$ cat src/rtl/i2s_dac_tx.sv
// I2S transmitter for a mono sample stream: 2-entry input FIFO, BCLK/LRCLK generation,
// and MSB-first serialisation of each sample into both left and right slots.
module i2s_dac_tx #(
   parameter int fxp_size  = 16,
   parameter int slot_bits = 32,
   parameter int bclk_div  = 4
) (
   input  logic                clk,
   input  logic                rst,
   input  logic                i_valid,
   input  logic [fxp_size-1:0] i_sample,
   output logic                o_ready,
   output logic                o_bclk,
   output logic                o_lrclk,
   output logic                o_sdata,
   output logic                o_underrun,
   output logic                o_overflow
);

   localparam int DW = $clog2(bclk_div);
   localparam int CW = $clog2(2 * slot_bits);

   localparam logic [DW-1:0]       DIV_LAST = DW'(bclk_div - 1);
   localparam logic [DW-1:0]       DIV_HALF = DW'(bclk_div / 2);
   localparam logic [CW-1:0]       BIT_LAST = CW'(2 * slot_bits - 1);
   localparam logic [CW-1:0]       LR_FIRST = CW'(slot_bits - 1);
   localparam logic [CW-1:0]       LR_LAST  = CW'(2 * slot_bits - 2);
   localparam logic [CW-1:0]       L_LAST   = CW'(fxp_size - 1);
   localparam logic [CW-1:0]       R_FIRST  = CW'(slot_bits);
   localparam logic [CW-1:0]       R_LAST   = CW'(slot_bits + fxp_size - 1);
   localparam logic [fxp_size-1:0] MSB_MASK = {1'b1, {(fxp_size - 1){1'b0}}};

   logic [DW-1:0]       div_cnt_q, div_cnt_d;
   logic [CW-1:0]       bit_cnt_q, bit_cnt_d;
   logic [1:0]          count_q, count_d;
   logic [fxp_size-1:0] fifo0_q, fifo0_d, fifo1_q, fifo1_d;
   logic [fxp_size-1:0] frame_q, frame_d, last_q, last_d;
   logic                bclk_q, bclk_d, lrclk_q, lrclk_d, sdata_q, sdata_d;
   logic                und_q, und_d, ovf_q, ovf_d;
   logic                fe, fs, pop, push;
   logic [CW-1:0]       shamt;

   always_comb begin
      fe        = (div_cnt_q == DIV_LAST);
      div_cnt_d = fe ? '0 : div_cnt_q + 1'b1;
      bit_cnt_d = bit_cnt_q;
      if (fe) begin
         bit_cnt_d = (bit_cnt_q == BIT_LAST) ? '0 : bit_cnt_q + 1'b1;
      end
      fs    = fe && (bit_cnt_q == BIT_LAST);
      pop   = fs && (count_q != 2'd0);
      push  = i_valid && ((count_q < 2'd2) || pop);
      ovf_d = i_valid && (count_q == 2'd2) && !pop;
      und_d = fs && (count_q == 2'd0);

      unique case ({push, pop})
         2'b10:   count_d = count_q + 2'd1;
         2'b01:   count_d = count_q - 2'd1;
         default: count_d = count_q;
      endcase

      // Head lives in fifo0; the write slot is the occupancy left after this cycle's pop.
      fifo0_d = fifo0_q;
      fifo1_d = fifo1_q;
      if (pop) begin
         fifo0_d = fifo1_q;
      end
      if (push) begin
         if (((count_q == 2'd2) && pop) || ((count_q == 2'd1) && !pop)) begin
            fifo1_d = i_sample;
         end else begin
            fifo0_d = i_sample;
         end
      end

      frame_d = frame_q;
      last_d  = last_q;
      if (pop) begin
         frame_d = fifo0_q;
         last_d  = fifo0_q;
      end else if (fs) begin
         frame_d = last_q;
      end

      bclk_d  = (div_cnt_d >= DIV_HALF);
      lrclk_d = lrclk_q;
      sdata_d = sdata_q;
      shamt   = '0;
      // Serial bit is taken from the post-update frame so the MSB goes out at frame start.
      if (fe) begin
         lrclk_d = (bit_cnt_d >= LR_FIRST) && (bit_cnt_d <= LR_LAST);
         if (bit_cnt_d <= L_LAST) begin
            shamt   = bit_cnt_d;
            sdata_d = |(frame_d & (MSB_MASK >> shamt));
         end else if ((bit_cnt_d >= R_FIRST) && (bit_cnt_d <= R_LAST)) begin
            shamt   = bit_cnt_d - R_FIRST;
            sdata_d = |(frame_d & (MSB_MASK >> shamt));
         end else begin
            sdata_d = 1'b0;
         end
      end
   end

   always_ff @(posedge clk) begin
      if (!rst) begin
         div_cnt_q <= '0;
         bit_cnt_q <= BIT_LAST;
         count_q   <= '0;
         fifo0_q   <= '0;
         fifo1_q   <= '0;
         frame_q   <= '0;
         last_q    <= '0;
         bclk_q    <= 1'b0;
         lrclk_q   <= 1'b0;
         sdata_q   <= 1'b0;
         und_q     <= 1'b0;
         ovf_q     <= 1'b0;
      end else begin
         div_cnt_q <= div_cnt_d;
         bit_cnt_q <= bit_cnt_d;
         count_q   <= count_d;
         fifo0_q   <= fifo0_d;
         fifo1_q   <= fifo1_d;
         frame_q   <= frame_d;
         last_q    <= last_d;
         bclk_q    <= bclk_d;
         lrclk_q   <= lrclk_d;
         sdata_q   <= sdata_d;
         und_q     <= und_d;
         ovf_q     <= ovf_d;
      end
   end

   assign o_ready    = (count_q < 2'd2);
   assign o_bclk     = bclk_q;
   assign o_lrclk    = lrclk_q;
   assign o_sdata    = sdata_q;
   assign o_underrun = und_q;
   assign o_overflow = ovf_q;

endmodule

$ cat config.mk
export PLATFORM = sky130hd
export DESIGN_NAME = i2s_dac_tx
export DESIGN_NICKNAME = d
export VERILOG_FILES = /design/src/rtl/i2s_dac_tx.sv
export SDC_FILE = /design/constraint.sdc
export NUM_CORES = 1
export LEC_CHECK = 0
export BUFFER_PORTS_ARGS = -buffer_cell sky130_fd_sc_hd__buf_2
export CAP_MARGIN = 20
export CORE_MARGIN = 5
export CORE_UTILIZATION = 45
export DETAILED_ROUTE_END_ITERATION = 10
export PLACE_DENSITY = 0.62
export SETUP_SLACK_MARGIN = 0.3
export SLEW_MARGIN = 20
export SYNTH_ARGS = -nofsm -noshare
export SYNTH_HDL_FRONTEND = slang
export SYNTH_SLANG_ARGS = --single-unit
$ cat constraint.sdc
create_clock -name clk -period 4.5 [get_ports clk]
set_clock_uncertainty 0.15 [all_clocks]
set_input_delay 0.225 -clock clk [delete_from_list [all_inputs] [get_ports clk]]
set_output_delay 0.225 -clock clk [all_outputs]
set_load 0.005 [all_outputs]
==> results of run 1 <==
metrics by stage:
step           setup WS [ns]  hold slack (ns)  cells  area [µm²]
2_1_floorplan           2.02            0.201    398        3510
3_5_place_dp            1.33            0.271    503        3680
6_report                1.33           0.0134    531        4000
4_1_cts                 1.31          0.00111    531        4000
3_3_place_gp            1.40            0.258    503        3680
5_1_grt                 1.05           0.0181    531        4000
placed cells by master (no fill, tap or decap), types with 3 or more instances in the layout:
| master | netlist | routed |
|---|---|---|
| a211oi_1 | 13 | 13 |
| and2_1 | 4 | 4 |
| mux2i_1 | 36 | 36 |
| clkbuf_1 | 18 | 3 |
| nor2_1 | 39 | 39 |
| or2_2 | 4 | 4 |
| buf_4 | 2 | 6 |
| inv_1 | 4 | 4 |
| dfxtp_1 | 78 | 78 |
| dlygate4sd3_1 | 0 | 12 |
| o211ai_1 | 3 | 3 |
| buf_2 | 3 | 24 |
| nand3_1 | 10 | 10 |
| xor2_1 | 5 | 5 |
| a2111oi_0 | 4 | 4 |
| ha_1 | 6 | 6 |
| nand2_1 | 74 | 74 |
| o21ai_0 | 10 | 10 |
| clkbuf_8 | 0 | 10 |
| a311oi_1 | 16 | 16 |
| nor2b_1 | 15 | 15 |
| a21oi_1 | 18 | 18 |
cells by family (layout without fill, tap and decap cells):
group,Yosys count,in the layout,synth area share (%)
adder cells (fa/ha/maj),6,6,2.14
XOR/XNOR,7,7,2.49
flip-flops,78,78,44.5
AND/OR/NAND/NOR,161,161,20.6
multiplexers,38,38,11.2
AO/OA/AOI/OAI,75,75,14.9
buffers and inverters,33,64,4.10
worst reg2reg max path, cell delays in order, from the launching register on:
cell	delay, ns
dfxtp_1	0.34
ha_1	0.59
nand4_2	0.35
nor2_4	0.20
nand2_2	0.07
clkinv_2	0.37
mux2i_1	0.28
or2_1	0.13
buf_4	0.27
mux2i_1	0.23
nor2_1	0.06
per-layer routing:
layer	vias up	routed length, µm
li1	1448	-
met1	1270	3800
met2	50	3180
met3	14	257
met4	0	142
met5	-	0
power by group through the flow:
stage	clock (mW)	sequential [mW]	combinational (mW)
final	0.517	0.793	0.331
after global routing	0.564	0.801	0.372
after CTS	0.537	0.792	0.332
after detailed placement	0	0.809	0.322
after global placement	0	0.807	0.319
after floorplan	0	0.795	0.257
flip-flops by register name (all words and copies together) (netlist names), 2 cells and up:
| register | count |
|---|---|
| fifo0_q | 16 |
| div_cnt_q | 2 |
| fifo1_q | 16 |
| frame_q | 16 |
| count_q | 2 |
| last_q | 16 |
| bit_cnt_q | 6 |
worst paths after layout:
path	start	end	slack, ns	depth (start not counted)
worst max-delay path	div_cnt_q[0]	fifo1_q[1]	1.33	10
worst min-delay path	i_sample[12]	fifo1_q[12]	0.01	3
worst max register to register	div_cnt_q[0]	fifo1_q[1]	1.33	10
worst min register to register	div_cnt_q[0]	div_cnt_q[0]	0.28	1
what timing repair did:
action                                 CTS  global route
setup endpoints to repair                0             0
endpoints found under the hold margin   12             0
hold buffers                            12             0
final cells by class:
| type | instances | area (µm²) |
|---|---|---|
| fillers | 738 | 3650 |
| clock buffers | 13 | 149 |
| clock inverters | 3 | 43.8 |
| multi-input cells | 287 | 1810 |
| repair buffers | 42 | 285 |
| flip-flops and latches | 78 | 1560 |
| inverters | 6 | 23.8 |
| well taps | 102 | 128 |
==> flow_metrics.tcl, run 1 <==
set metrics [dict create \
    synth_flop_cell "dfxtp_1" \
    drtIter0Drc 131 \
    drv_cap 0 \
    syn_area_um2 3510 \
    clkTransAtPathRegs_ns 0.08 \
    die_w_um 98.3 \
    setup_viol 0 \
    cpPeakStageDelay_ns 0.59 \
    critical_path_class "reg -> reg" \
    synth-seq-area-share_pct 44.5 \
    syn_to_final_growth_pct 13.8 \
    internal-power_mw 1.16 \
    synth.most_common_cell "dfxtp_1" \
    worstPathRequired_ns 4.56 \
    first_pass_iters 4 \
    status "complete, no violations" \
    h-tree-depth 3 \
    slew-limit-headroom_pct 39.2 \
    seqPwrFrac_pct 48.3 \
    fp-row-count 32 \
    worst_ep_arrival_time_ns 3.23 \
    cp_top_family "simple AND/OR/NAND/NOR gates" \
    start_util_pct 45.9 \
    p_per_area_nw_per_um2 411 \
    antenna_found_initial 0 \
    gr-usage-met2_pct 23.5 \
    crit_chain "ha_1, nand4_2, nor2_4, nand2_2, clkinv_2, mux2i_1, or2_1, buf_4, mux2i_1, nor2_1" \
    cts_tree "built" \
    post-route-min-period_ns 3.17 \
    pwr-share-clk_pct 31.5 \
    hold_path.class "in -> reg" \
    ios 25 \
    via_per_inst 5.24 \
    dpl.hpwl_um 4780 \
    start_kind "register" \
    rsz0062_at_grt "false" \
    power_mw 1.64 \
    nets 449 \
    postCtsSetupBuffers 0 \
    synthTopCellsByCount "dfxtp_1, nand2_1, nor2_1, mux2i_1" \
    peakVddDrop_uv 205 \
    finalCritPeriodShare_pct 70.4 \
    fmax_mhz 315 \
    finalSetupTns_ns 0 \
    drc 0 \
    drive_gt1_share_pct 12.8 \
    dieArea_um2 9670 \
    core_area_um2 7650 \
    crit_buf_inv 2 \
    cts_root_buf "clkbuf_8" \
    syn_avg_cell_area_um2 8.82 \
    cts.repair.resized 0 \
    power.leakage_nw 1.58 \
    use_met3_pct 2.79 \
    avgRoutedWirePerCell_um 13.9 \
    synth_top_cell_by_area "dfxtp_1" \
    hold_violations 0 \
    fp.dieH_um 98.3 \
    ys_ff_latch 78 \
    synth_warnings 0 \
    clk_latency_ns 0.34 \
    io_buffers 24 \
    synth.area.top_cells "dfxtp_1, mux2i_1, nand2_1" \
    clock_sinks 78 \
    worst_pin_slew_ns 0.889 \
    critPathSlowestCell "ha_1" \
    crit_top_cell "mux2i_1" \
    grt_max_degree 37 \
    place_congestion 0.853 \
    synth_edf_count 0 \
    syn_nets 423 \
    wl_um 7390 \
    synth_cells 398 \
    p_comb_share_pct 20.2 \
    path_max_fanout 36 \
    use_met1_pct 22.9 \
    p_sw_share_pct 29.3 \
    grt_pass1_vias 2563 \
    ant_nets 0 \
    grt_overflow_total 0 \
    yosysTopAreaCellShare_pct 44.5 \
    cts_buffers 9 \
    grt_pass1_wl_um 12600 \
    switchingPower_mw 0.481 \
    synthArstFlopShare_pct 0 \
    gr-usage-all-layers_pct 15.9 \
    fin_util_pct 52.3 \
    end_kind "register" \
    clockBufferDepth 2 \
    slew_viol_final 0 \
    busiest_layer "met2" \
    n_antenna_cell 0 \
    num_vias 2782 \
    ys_types 48 \
]
Power figures use the tool's default switching activity.
==> run 2, diff against run 1 <==
ABC_AREA = 1   (was not set)
clock period = 3 ns   (was 4.5 ns; I/O delays follow)
==> flow_metrics.tcl, run 2 <==
set metrics [dict create \
    grt_overflow_total 0 \
    cts_root_buf "clkbuf_8" \
    ff2ff_setup_slack_ns 0.57 \
    num_vias 3271 \
    gr-usage-all-layers_pct 18.0 \
    ios 25 \
    hold_path.class "in -> reg" \
    syn_nets 541 \
    most-common-layout-cells "nand2_1, dfxtp_1, nor2_1, nand3_1, inv_1" \
    dieArea_um2 9800 \
    slew-limit-headroom_pct 38.6 \
    drtIter0Drc 147 \
    clock_sinks 78 \
    end_kind "register" \
    power.leakage_nw 1.98 \
    cts_tree "built" \
    whs_ns 0.195 \
    syn_avg_cell_area_um2 6.90 \
    setup_viol 0 \
    synthArstFlopShare_pct 0 \
    instances_no_fill 658 \
    clkTransAtPathRegs_ns 0.08 \
    status "complete, no violations" \
    final_common_cell "nand2_1" \
    drive_gt1_share_pct 10.6 \
    avgRoutedWirePerCell_um 12.7 \
    worst_pin_slew_ns 0.920 \
    wl_um 8340 \
    synthTopCellsByCount "nand2_1, dfxtp_1, nor2_1, nand3_1, inv_1" \
    fmax_mhz 412 \
    nets 576 \
    clockBufferDepth 2 \
    p_per_area_nw_per_um2 605 \
    grt_max_degree 54 \
    peakVddDrop_uv 305 \
    first_pass_iters 4 \
    die_w_um 99.0 \
    finalSetupTns_ns 0 \
    slew_viol_final 0 \
    drv_cap 0 \
    syn_area_um2 3560 \
    nFillCells 772 \
    start_util_pct 46.1 \
    syn_to_final_growth_pct 17.0 \
    grt_pass1_wl_um 14500 \
    ant_nets 0 \
    worstPathRequired_ns 3.12 \
    h-tree-depth 3 \
    synth_flop_cell "dfxtp_1" \
    drc 0 \
    ys_ff_latch 78 \
    placed_cells 625 \
    dpl.hpwl_um 5740 \
    antenna_found_initial 0 \
    post-route-min-period_ns 2.43 \
    worst_ep_arrival_time_ns 2.55 \
    rsz0062_at_grt "false" \
    place_congestion 0.865 \
    synth_cells 516 \
    cts_buffers 9 \
    place_area_um2 3740 \
    multiInputGateArea_um2 1740 \
    hold_violations 0 \
    synth.area.top_cells "dfxtp_1, nand2_1, nor2_1" \
    critical_path_class "reg -> reg" \
    grt_pass1_vias 3053 \
    n_antenna_cell 0 \
    clk_latency_ns 0.35 \
    postCtsSetupBuffers 0 \
    synth-seq-area-share_pct 43.8 \
    register_area_um2 1560 \
    synth_top_cell_by_area "dfxtp_1" \
    synth.most_common_cell "nand2_1" \
    core_area_um2 7730 \
    path_max_fanout 19 \
    synth_warnings 0 \
    design_area_um2 4170 \
    ys_types 29 \
    synth_edf_count 0 \
    fp-row-count 32 \
    via_per_inst 4.97 \
    start_kind "register" \
    finalCritPeriodShare_pct 80.9 \
    fp.dieH_um 99.0 \
    io_buffers 24 \
    yosysTopAreaCellShare_pct 43.8 \
]
-- run 2: cell types whose count changed in the layout (fill, tap and decap cells not counted), sizes merged, moves of 22 or more --
| cell | before | now |
|---|---|---|
| nand3 | 10 | 45 |
| nand2 | 75 | 173 |
| mux2i | 36 | 0 |
| nor2 | 40 | 68 |
| inv | 4 | 38 |
| o21ai | 11 | 33 |
-- run 2: cell families after synthesis --
logic type / after synthesis / share of synthesized area [%]
xor+xnor: 5 / 1.23
compound gates: 71 / 10.9
flops: 78 / 43.8
buf+inv: 63 / 7.62
fa+ha+maj: 6 / 2.11
simple gates: 293 / 34.3
-- run 2: layout make-up --
| cell class | instances | share of cell area, % |
|---|---|---|
| Multi-Input combinational cell | 375 | 41.7 |
| Sequential cell | 78 | 37.5 |
| Timing Repair Buffer | 49 | 8.40 |
| Inverter | 38 | 3.42 |
| Clock buffer | 11 | 3.39 |
| Tap cell | 102 | 3.06 |
| Clock inverter | 5 | 2.55 |
-- run 2: where the power goes --
group / switching, mW / internal, mW
sequential: 0.0449 / 1.11
clock: 0.387 / 0.577
combinational: 0.265 / 0.138
total: 0.697 / 1.83
-- run 2: metrics by stage --
step / utilization, % / power [mW] / setup slack, ns
global placement: 48.4 / 1.56 / 0.506
CTS: 53.8 / 2.55 / 0.458
detailed placement: 48.4 / 1.56 / 0.460
floorplan: - / 1.46 / 0.816
global route: 54.0 / 2.67 / 0.314
finish: 54.0 / 2.52 / 0.574
-- run 2: worst paths after layout --
kind / cells past startpoint / startpoint / to
hold / removal: 3 / rst / bit_cnt_q[1]
setup reg to reg: 16 / bit_cnt_q[0] / o_sdata
setup / recovery: 16 / bit_cnt_q[0] / o_sdata
hold reg to reg: 1 / div_cnt_q[0] / div_cnt_q[0]
-- run 2: critical path, cell delays in order, from the launching register on --
cell and delay, ns:
dfxtp_1 0.40, ha_1 0.19, nand2_1 0.09, nor2_2 0.14
nand2_2 0.10, buf_4 0.23, nand2_4 0.12, nand3_1 0.18
nor2_4 0.21, nand3_1 0.08, nand2_1 0.08, nor2_1 0.05
nand2_1 0.06, nand2_1 0.04, nand2_1 0.06, nor2_1 0.04
a21oi_1 0.12
-- run 2: per-layer routing --
layer / wire length, µm / global-route usage, % / part of all wire, % / vias up
li1: - / - / - / 1721
met1: 4240 / 24.1 / 51 / 1467
met3: 299 / 3.61 / 3.6 / 12
met2: 3720 / 28.8 / 45 / 71
met4: 84 / 6.09 / 1.0 / 0
met5: 0 / 0 / 0 / -
-- run 2: what timing repair did --
| action | CTS | global route |
|---|---|---|
| setup endpoints to repair | 0 | 1 |
| gates resized for setup | 0 | 3 |
| hold endpoints to repair | 33 | 0 |
| hold buffers | 17 | 0 |
==> run 3, diff against run 2 <==
ABC_AREA = 0   (was 1)
clock period = 2.37 ns   (was 3 ns; I/O delays follow)
==> flow_metrics.tcl, run 3 (synthesis results as in run 1) <==
set metrics [dict create \
    status "complete, no violations" \
    power.leakage_nw 1.91 \
    placed_cells 511 \
    setup_viol 0 \
    core_area_um2 7650 \
    clk_latency_ns 0.36 \
    fp-row-count 32 \
    switchingPower_mw 1.11 \
    crit_chain "inv_2, ha_4, and2_4, a2111oi_4, buf_4, a2111oi_1, nor3_1, o211ai_1, a32o_1" \
    slew-limit-headroom_pct 68.5 \
    first_pass_iters 4 \
    h-tree-depth 3 \
    drtIter0Drc 187 \
    finalSetupTns_ns 0 \
    finalCritPeriodShare_pct 91.2 \
    power_mw 3.67 \
    rr_worst_depth 9 \
    path_max_fanout 5 \
    n_antenna_cell 0 \
    cts_tree "built" \
    worst_pin_slew_ns 0.469 \
    multiInputGateArea_um2 2070 \
    wl_um 8960 \
    nFillCells 647 \
    critPathSlowestCell "a2111oi_4" \
    worst_slack_ns 0.207 \
    post-place-ws_ns -0.179 \
    r2r-end "o_sdata" \
    via_per_inst 5.35 \
    worst_ep_arrival_time_ns 2.26 \
    syn_to_final_growth_pct 36.0 \
    cp_top_family "compound AO/OA/AOI/OAI gates" \
    num_vias 3072 \
    timing.rr.start "count_q[0]" \
    fmax_mhz 462 \
    drive_gt1_share_pct 29.9 \
    clockBufferDepth 2 \
    grt_max_degree 42 \
    end_kind "register" \
    post-route-min-period_ns 2.16 \
    pwr-share-clk_pct 32.4 \
    rsz0062_at_grt "true" \
    most-common-layout-cells "nand2_1, dfxtp_1, mux2i_1, buf_4, nor2_1" \
    holdCritStartpoint "rst" \
    seqPwrFrac_pct 41.2 \
    grt_pass1_vias 2961 \
    place_congestion 0.840 \
    slew_viol_final 0 \
    register_area_um2 1570 \
    p_comb_share_pct 26.4 \
    crit_buf_inv 2 \
    ios 25 \
    cts_root_buf "clkbuf_8" \
    hold_path_end "bit_cnt_q[4]" \
    cts_buffers 9 \
    p_sw_share_pct 30.3 \
    cpPeakStageDelay_ns 0.37 \
    grt_overflow_total 0 \
    clkTransAtPathRegs_ns 0.09 \
    instances_no_fill 574 \
    io_buffers 24 \
    dpl.hpwl_um 5090 \
    dieArea_um2 9670 \
    antenna_found_initial 0 \
    hold_violations 0 \
    nets 492 \
    worstPathRequired_ns 2.47 \
    internal-power_mw 2.56 \
    ff2ff_setup_slack_ns 0.21 \
    drv_cap 0 \
    critical_path_class "reg -> reg" \
    clock_sinks 78 \
    drc 0 \
    ant_nets 0 \
    fp.dieH_um 98.3 \
    p_per_area_nw_per_um2 769 \
    die_w_um 98.3 \
    gr-usage-all-layers_pct 18.6 \
    whs_path_depth 3 \
    avgRoutedWirePerCell_um 15.6 \
    peakVddDrop_uv 380 \
    hold_path.class "in -> reg" \
    grt_pass1_wl_um 14500 \
    start_util_pct 45.9 \
    whs_ns 0.0547 \
    start_kind "register" \
]
==> run 3: changes by cell type in the layout (fill, tap and decap cells not counted), sizes merged, moves of 22 or more <==
cell	previous run	this run
buf	32	67
inv	38	5
mux2i	0	36
nand2	173	75
nand3	45	10
nor2	68	40
o21ai	33	11
==> run 3: stage by stage <==
stage	area, µm²	utilization, %
2_1_floorplan	3610	-
3_3_place_gp	3860	50.5
3_5_place_dp	3860	50.5
4_1_cts	4560	59.7
5_1_grt	4780	62.5
6_report	4780	62.5
==> run 3: worst max path at each step <==
| stage | cells past startpoint | endpoint | from |
|---|---|---|---|
| after floorplan | 9 | o_sdata | count_q[1] |
| after global placement | 8 | o_sdata | div_cnt_q[0] |
| after detailed placement | 8 | o_sdata | div_cnt_q[0] |
| after CTS | 11 | fifo1_q[14] | div_cnt_q[1] |
| after global routing | 11 | fifo1_q[11] | div_cnt_q[0] |
| final | 9 | o_sdata | count_q[0] |
==> run 3: power groups by stage <==
stage | clock network, mW | logic [mW] | registers (mW)
after floorplan | 0 | 0.532 | 1.52
after global placement | 0 | 0.688 | 1.54
after detailed placement | 0 | 0.691 | 1.54
after CTS | 1.21 | 0.852 | 1.51
after global routing | 1.26 | 1.05 | 1.53
final | 1.19 | 0.970 | 1.51
==> run 3: final cells by class <==
| type | count | share of cell area [%] |
|---|---|---|
| Clock buffer | 10 | 3.12 |
| Clock inverter | 6 | 1.91 |
| Inverter | 6 | 0.681 |
| Multi-Input combinational cell | 287 | 43.3 |
| Sequential cell | 78 | 33.0 |
| Tap cell | 102 | 2.67 |
| Timing Repair Buffer | 85 | 15.4 |
==> run 3: per-layer routing <==
metal | GRT usage, % | vias to the layer above | wire length, µm
met2 | 29.4 | 60 | 4490
met4 | 9.14 | 0 | 174
met1 | 24.4 | 1458 | 3930
met5 | 0 | - | 0
met3 | 3.14 | 16 | 365
li1 | - | 1538 | -
==> run 3: worst reg2reg max path: stages, from the launching register on <==
cell and delay [ns]:
dfxtp_2 0.36, inv_2 0.06, ha_4 0.18, and2_4 0.15
a2111oi_4 0.37, buf_4 0.18, a2111oi_1 0.05, nor3_1 0.19
o211ai_1 0.12, a32o_1 0.25
==> run 3: timing repair <==
item / in CTS / in global routing
buffers inserted: 16 / 11
pin swaps: 5 / 10
cloned: 1 / 2
gates resized for setup: 28 / 26
hold buffers: 17 / 0
setup endpoints to repair: 34 / 36
hold endpoints to repair: 33 / 0
